--- src/rtl/lht_pkg.sv ---
// Shared definitions for the local history table (LHT) update scheduler.
// Holds the default table geometry, the controller state encoding and the
// layout of a resolved-but-not-yet-written history update.
package lht_pkg;

    localparam int LHT_IDX_W  = 10;
    localparam int LHT_HIST_W = 10;

    // The table is cleared once after reset, and then the controller runs normally
    typedef enum logic {
        INIT,
        RUN
    } lht_state_t;

    // A resolved branch whose outcome still has to be shifted into its table entry
    typedef struct packed {
        logic [LHT_IDX_W-1:0] idx;
        logic                 taken;
    } lht_upd_t;

endpackage

--- src/rtl/lht_inflight_fifo.sv ---
// In-flight branch FIFO: holds the table index of every fetched branch that
// has not resolved yet, oldest at the head.
// Ports:
//   clock, reset      clock and asynchronous active-low reset
//   push, push_data   enqueue an index (ignored when full unless also popping)
//   pop               dequeue the head
//   flush             empty the FIFO at the next edge (after any pop)
//   head              oldest entry (combinational)
//   full, empty       occupancy flags
//   count             number of valid entries
module lht_inflight_fifo #(
    parameter int DEPTH = 4,
    parameter int WIDTH = 10
) (
    input  logic                     clock,
    input  logic                     reset,
    input  logic                     push,
    input  logic [WIDTH-1:0]         push_data,
    input  logic                     pop,
    input  logic                     flush,
    output logic [WIDTH-1:0]         head,
    output logic                     full,
    output logic                     empty,
    output logic [$clog2(DEPTH):0]   count
);

    localparam int PTR_W = $clog2(DEPTH);

    logic [WIDTH-1:0] mem [DEPTH];
    logic [PTR_W-1:0] wr_ptr;
    logic [PTR_W-1:0] rd_ptr;
    logic             do_push;
    logic             do_pop;

    assign full    = (count == DEPTH[PTR_W:0]);
    assign empty   = (count == '0);
    assign head    = mem[rd_ptr];
    assign do_pop  = pop && !empty;
    assign do_push = push && (!full || do_pop);

    always_ff @(posedge clock) begin
        if (do_push && !flush) begin
            mem[wr_ptr] <= push_data;
        end
    end

    // Flush wins over any push/pop: whatever was popped this cycle is already
    // consumed by the caller, and the remainder is discarded.
    always_ff @(posedge clock or negedge reset) begin
        if (!reset) begin
            wr_ptr <= '0;
            rd_ptr <= '0;
            count  <= '0;
        end else if (flush) begin
            wr_ptr <= '0;
            rd_ptr <= '0;
            count  <= '0;
        end else begin
            if (do_push) begin
                wr_ptr <= wr_ptr + 1'b1;
            end
            if (do_pop) begin
                rd_ptr <= rd_ptr + 1'b1;
            end
            if (do_push && !do_pop) begin
                count <= count + 1'b1;
            end else if (do_pop && !do_push) begin
                count <= count - 1'b1;
            end
        end
    end

endmodule

--- src/rtl/lht_update_scheduler.sv ---
// LHT controller: clears the table after reset, tracks in-flight branches,
// and shares the table's single combinational read port between predictor
// lookups and read-modify-write history updates from resolved branches.
// Ports:
//   clock, reset                 clock and asynchronous active-low reset
//   br_valid/br_pc/br_ready      fetched branch enters the in-flight queue
//   res_valid/res_taken/res_ready oldest in-flight branch resolves
//   flush                        squash all unresolved in-flight branches
//   lk_valid/lk_pc/lk_hist/lk_stall predictor lookup; stalled when an update steals the port
//   tbl_raddr/tbl_rdata          LHT read port (combinational data)
//   tbl_we/tbl_waddr/tbl_wdata   LHT write port
//   init_done                    table clear finished
//   err                          sticky: a resolution arrived with nothing in flight
module lht_update_scheduler
    import lht_pkg::*;
#(
    parameter int IDX_W      = LHT_IDX_W,
    parameter int HIST_W     = LHT_HIST_W,
    parameter int QDEPTH     = 4,
    parameter int STARVE_MAX = 8
) (
    input  logic              clock,
    input  logic              reset,
    input  logic              br_valid,
    input  logic [31:0]       br_pc,
    output logic              br_ready,
    input  logic              res_valid,
    input  logic              res_taken,
    output logic              res_ready,
    input  logic              flush,
    input  logic              lk_valid,
    input  logic [31:0]       lk_pc,
    output logic [HIST_W-1:0] lk_hist,
    output logic              lk_stall,
    output logic [IDX_W-1:0]  tbl_raddr,
    input  logic [HIST_W-1:0] tbl_rdata,
    output logic              tbl_we,
    output logic [IDX_W-1:0]  tbl_waddr,
    output logic [HIST_W-1:0] tbl_wdata,
    output logic              init_done,
    output logic              err
);

    localparam int CNT_W = $clog2(STARVE_MAX + 1);
    localparam logic [CNT_W-1:0] STARVE_LIM = CNT_W'(STARVE_MAX);

    lht_state_t             state;
    lht_state_t             state_next;
    logic [IDX_W-1:0]       init_ptr;
    lht_upd_t               pend;
    logic                   pend_v;
    logic [CNT_W-1:0]       starve_cnt;
    logic                   err_q;

    logic [IDX_W-1:0]       lk_idx;
    logic [IDX_W-1:0]       fifo_head;
    logic                   fifo_full;
    logic                   fifo_empty;
    logic [$clog2(QDEPTH):0] fifo_count;
    logic                   run;
    logic                   upd_fire;
    logic                   steal;
    logic                   res_ok;
    logic                   res_fire;
    logic                   push;
    logic [HIST_W-1:0]      upd_hist;
    logic                   unused_bits;

    assign lk_idx = lk_pc[IDX_W-1:0];
    assign run    = (state == RUN);

    // A pending update may use the read port when no lookup wants it, when the
    // lookup targets the same entry (both are served by one read), or when it
    // has been blocked long enough to take the port from the lookup.
    assign upd_fire = run && pend_v &&
                      (!lk_valid || (lk_idx == pend.idx) || (starve_cnt == STARVE_LIM));
    assign steal    = upd_fire && lk_valid && (lk_idx != pend.idx);
    assign upd_hist = {pend.taken, tbl_rdata[HIST_W-1:1]};

    // Only one update can be held, so a new resolution is accepted only if the
    // pend slot is free or is being written this very cycle.
    assign res_ok   = run && !fifo_empty && (!pend_v || upd_fire);
    assign res_fire = res_valid && res_ok;
    assign push     = run && br_valid && !fifo_full;

    assign unused_bits = ^{br_pc[31:IDX_W], lk_pc[31:IDX_W], tbl_rdata[0], fifo_count};

    lht_inflight_fifo #(
        .DEPTH (QDEPTH),
        .WIDTH (IDX_W)
    ) u_fifo (
        .clock     (clock),
        .reset     (reset),
        .push      (push),
        .push_data (br_pc[IDX_W-1:0]),
        .pop       (res_fire),
        .flush     (flush),
        .head      (fifo_head),
        .full      (fifo_full),
        .empty     (fifo_empty),
        .count     (fifo_count)
    );

    // State register and the clear pointer that walks the table during INIT
    always_ff @(posedge clock or negedge reset) begin
        if (!reset) begin
            state    <= INIT;
            init_ptr <= '0;
        end else begin
            state <= state_next;
            if (state == INIT) begin
                init_ptr <= init_ptr + 1'b1;
            end
        end
    end

    // Leave INIT once the last table entry has been cleared
    always_comb begin
        state_next = state;
        if ((state == INIT) && (init_ptr == '1)) begin
            state_next = RUN;
        end
    end

    // Pending update slot, starvation counter and sticky error flag
    always_ff @(posedge clock or negedge reset) begin
        if (!reset) begin
            pend       <= '0;
            pend_v     <= 1'b0;
            starve_cnt <= '0;
            err_q      <= 1'b0;
        end else begin
            if (res_fire) begin
                pend.idx   <= fifo_head;
                pend.taken <= res_taken;
                pend_v     <= 1'b1;
            end else if (upd_fire) begin
                pend_v <= 1'b0;
            end
            if (upd_fire) begin
                starve_cnt <= '0;
            end else if (pend_v && (starve_cnt != STARVE_LIM)) begin
                starve_cnt <= starve_cnt + 1'b1;
            end
            if (res_valid && fifo_empty) begin
                err_q <= 1'b1;
            end
        end
    end

    // Port mux: everything is held at zero while reset is asserted, INIT owns
    // the write port, and RUN arbitrates the read port between lookup and update.
    always_comb begin
        tbl_raddr = '0;
        tbl_we    = 1'b0;
        tbl_waddr = '0;
        tbl_wdata = '0;
        lk_hist   = '0;
        lk_stall  = 1'b0;
        br_ready  = 1'b0;
        res_ready = 1'b0;
        init_done = 1'b0;
        if (reset) begin
            if (state == INIT) begin
                tbl_we    = 1'b1;
                tbl_waddr = init_ptr;
                lk_stall  = 1'b1;
            end else begin
                init_done = 1'b1;
                br_ready  = !fifo_full;
                res_ready = res_ok;
                tbl_raddr = upd_fire ? pend.idx : lk_idx;
                if (upd_fire) begin
                    tbl_we    = 1'b1;
                    tbl_waddr = pend.idx;
                    tbl_wdata = upd_hist;
                end
                if (steal) begin
                    lk_stall = 1'b1;
                end else if (upd_fire && lk_valid) begin
                    lk_hist = upd_hist;
                end else begin
                    lk_hist = tbl_rdata;
                end
            end
        end
    end

    assign err = err_q;

endmodule

--- config.mk ---
export PLATFORM = sky130hd
export DESIGN_NAME = lht_update_scheduler
export DESIGN_NICKNAME = d
export VERILOG_FILES = /design/src/rtl/lht_pkg.sv /design/src/rtl/lht_inflight_fifo.sv /design/src/rtl/lht_update_scheduler.sv
export SDC_FILE = /design/constraint.sdc
export NUM_CORES = 1
export LEC_CHECK = 0
export CAP_MARGIN = 25
export CORE_MARGIN = 10
export CORE_UTILIZATION = 46
export CTS_CLUSTER_SIZE = 24
export DETAILED_ROUTE_END_ITERATION = 8
export PLACE_DENSITY = 0.8
export SLEW_MARGIN = 20
export SYNTH_ARGS = -nofsm -noshare
export SYNTH_HDL_FRONTEND = slang
export SYNTH_HIERARCHICAL = 1
export SYNTH_SLANG_ARGS = --single-unit
--- constraint.sdc ---
create_clock -name clock -period 3.9 [get_ports clock]
set_input_delay 0.39 -clock clock [delete_from_list [all_inputs] [get_ports clock]]
set_output_delay 0.39 -clock clock [all_outputs]
set_load 0.05 [all_outputs]
==> results_dict.tcl <==
set metrics [dict create \
    cts_sinks 75 \
    critical_path.cell_chain "clkdlybuf4s50_1 > xnor2_1 > nand4_1 > o31ai_2 > o21ai_1 > inv_1 > o21ai_0 > and3_1 > fa_1 > nand2b_1 > mux2i_1 > a31oi_1" \
    maxCapViolCount 0 \
    syn_to_final_growth_pct 25.1 \
    required_ns 4.11 \
    post_cts_resized 0 \
    routed_wl_um 9430 \
    async_flop_share 0.467 \
    yosysWarnings 6 \
    nFillCells 669 \
    max_slew_margin 0.422 \
    seq_area_frac_synth 0.532 \
    finalHoldViolations 0 \
    r2r_cells 11 \
    crit_arrival_ns 3.49 \
    clk_latency_ns 0.34 \
    ir_worst_vdd_mv 0.255 \
    path_buf_inv 2 \
    postLayoutSetupSlackWorst_ns 0.621 \
    synth_top_area_share 0.308 \
    layout_commonest_cell "buf_4" \
    cts_setup_buffers 0 \
    power_mw 1.43 \
    vias 2822 \
    grt_first_pass_wirelength_um 15200 \
    nets 487 \
    ioPinCount 127 \
    synth_area_sq_um 3900 \
    worstSetupStartpointType "input port" \
    synth.area.top_cells "edfxtp_1, dfrtp_1, mux4_2" \
    status "finished clean" \
    die_w_um 112 \
    num_rows 33 \
    die_y_um 112 \
    final_antenna_net_count 0 \
    synth_area_leader_cell "edfxtp_1" \
    insertedDiodeCount 0 \
    ys_types 50 \
    overflow 0 \
    setup_violations 0 \
    synthCells 315 \
    cts_tree "done" \
    power_density_nw_per_um2 294 \
    place_hpwl_um 7200 \
    finalClockSkew_ns 0.00964 \
    ys.flop_type "edfxtp_1" \
    postLayoutCellArea_sq_um 4880 \
    crit_fanout 10 \
    worst_pin_slew_ns 0.864 \
    period_needed_ns 3.28 \
    leakagePower_nw 1.92 \
    root_buffer "clkbuf_8" \
    drtPass1Iterations 4 \
    cpLargestDelayFamily "compound AO/OA/AOI/OAI gates" \
    slew_viol_final 0 \
    worst_path_max_delay_cell "clkdlybuf4s50_1" \
    cpPeakStageDelay_ns 0.45 \
    dp_slack_ns 0.264 \
    drt_iter0_drc 175 \
    clk_pin_slew_worst_paths_ns 0.08 \
    drive_gt1_frac 0.233 \
    finalCritPeriodShare 0.841 \
    r2r_setup_slack_ns 0.71 \
    postCtsHoldBufs 0 \
    holdCritPathClass "input port to asynchronous set/reset pin" \
    critical_path_class "input port to flip-flop" \
    worst_setup_path_end_kind "flip-flop" \
    postSynthAreaPerCell_sq_um 12.4 \
    antenna_found_initial 0 \
    dieArea_sq_um 12600 \
    synth-edff-count 40 \
    port_buffers 82 \
    core_sq_um 8220 \
    grt_pass1_vias 2851 \
    drt-vias-per-instance 5.56 \
    post_dp_cell_area_sq_um 4710 \
    synth_nets 404 \
    finalSetupTns_ns 0 \
    layout_common_cells "buf_4, edfxtp_1, clkdlybuf4s50_1" \
    gp_congestion 0.878 \
    grt_max_degree 40 \
    rsz0062_at_grt "no" \
    ys_ff_latch 75 \
    cts_max_path_buffers 2 \
    rr_endpoint "u_fifo/count[2]" \
    remaining_drc_errors 0 \
    start_util 0.475 \
    track_usage 0.147 \
    r2r-start "pend[1]" \
    cts_buffers 9 \
    max_freq_ghz 0.305 \
    htree_levels 3 \
    wire_per_inst_um 18.6 \
]
kinds of logic after synthesis:
logic type | count (synthesis) | share of synthesized area
muxes | 28 | 0.110
and+or+nand+nor | 93 | 0.137
AOI/OAI and AO/OA | 58 | 0.104
DFF | 75 | 0.532
adders and majority gates | 8 | 0.0276
xor gates and xnor gates | 25 | 0.0561
buffers and inverters | 28 | 0.0327
worst reg2reg max path, cell delays in order, from the launching register on:
cell	delay (ns)
dfrtp_1	0.43
xnor2_1	0.29
nand4_1	0.28
o31ai_2	0.42
o21ai_1	0.14
inv_1	0.24
o21ai_0	0.15
and3_1	0.21
fa_1	0.41
nand2b_1	0.19
mux2i_1	0.20
a31oi_1	0.10
synth_stat cells, types with 2 or more instances:
cell type	number
o21ai_1	3
clkbuf_1	8
a32o_1	8
dfrtp_1	35
mux2_2	14
and2_1	12
nand3_1	8
nor2_1	19
xnor2_1	21
nand2b_1	4
nor3b_1	5
nand3b_1	11
buf_2	6
and3_1	3
a31oi_1	2
inv_1	11
a22o_1	9
o21ai_0	15
nor2b_1	2
nand4_1	4
edfxtp_1	40
nand2_1	15
buf_4	2
a21oi_1	12
mux4_2	10
mux2i_1	3
xor2_1	4
ha_1	7
flip-flops by register name (all words and copies together), names as in the netlist:
register,cells
u_fifo/count,3
run,1
pend,11
u_fifo/mem,40
err,1
init_ptr,10
starve_cnt,4
u_fifo/rd_ptr,2
u_fifo/wr_ptr,2
pend_v,1
per-layer routing:
metal	share of wire	vias to the layer above	global-route usage
met4	0.015	0	0.0575
met1	0.43	1384	0.186
met5	0	-	0
met3	0.079	13	0.0410
li1	-	1332	-
met2	0.48	93	0.234
layout make-up:
type                    instances  area, sq um  area share
clock buffers                  11          131      0.0269
clock inverters                 5         40.0     0.00820
inverters                      11         41.3     0.00846
multi-input cells             212         1700       0.348
flip-flops and latches         75         2080       0.426
well taps                     105          131      0.0269
repair buffers                 89          763       0.156
report_power, final:
group          total [mW]  internal (mW)        switching (mW)
sequential          0.835          0.835  0.000000000000000241
clock               0.511          0.234                 0.277
combinational      0.0894         0.0446                0.0448
through the flow:
step,hold WS (ns),util,cells
2_1_floorplan,0.0944,-,315
3_3_place_gp,0.451,0.573,492
3_5_place_dp,0.456,0.573,492
4_1_cts,0.121,0.594,508
5_1_grt,0.157,0.594,508
6_report,0.114,0.594,508
how the worst max path moves through the flow:
stage | cells past startpoint | end | startpoint
after floorplan | 9 | u_fifo/mem[0][0] | lk_pc[0]
after global placement | 12 | u_fifo/count[2] | lk_pc[0]
after detailed placement | 12 | u_fifo/count[2] | lk_pc[0]
after CTS | 12 | u_fifo/count[2] | lk_pc[0]
after global routing | 12 | u_fifo/count[2] | lk_pc[0]
final | 12 | u_fifo/count[2] | lk_pc[0]
(Power assumes the default switching activity.)
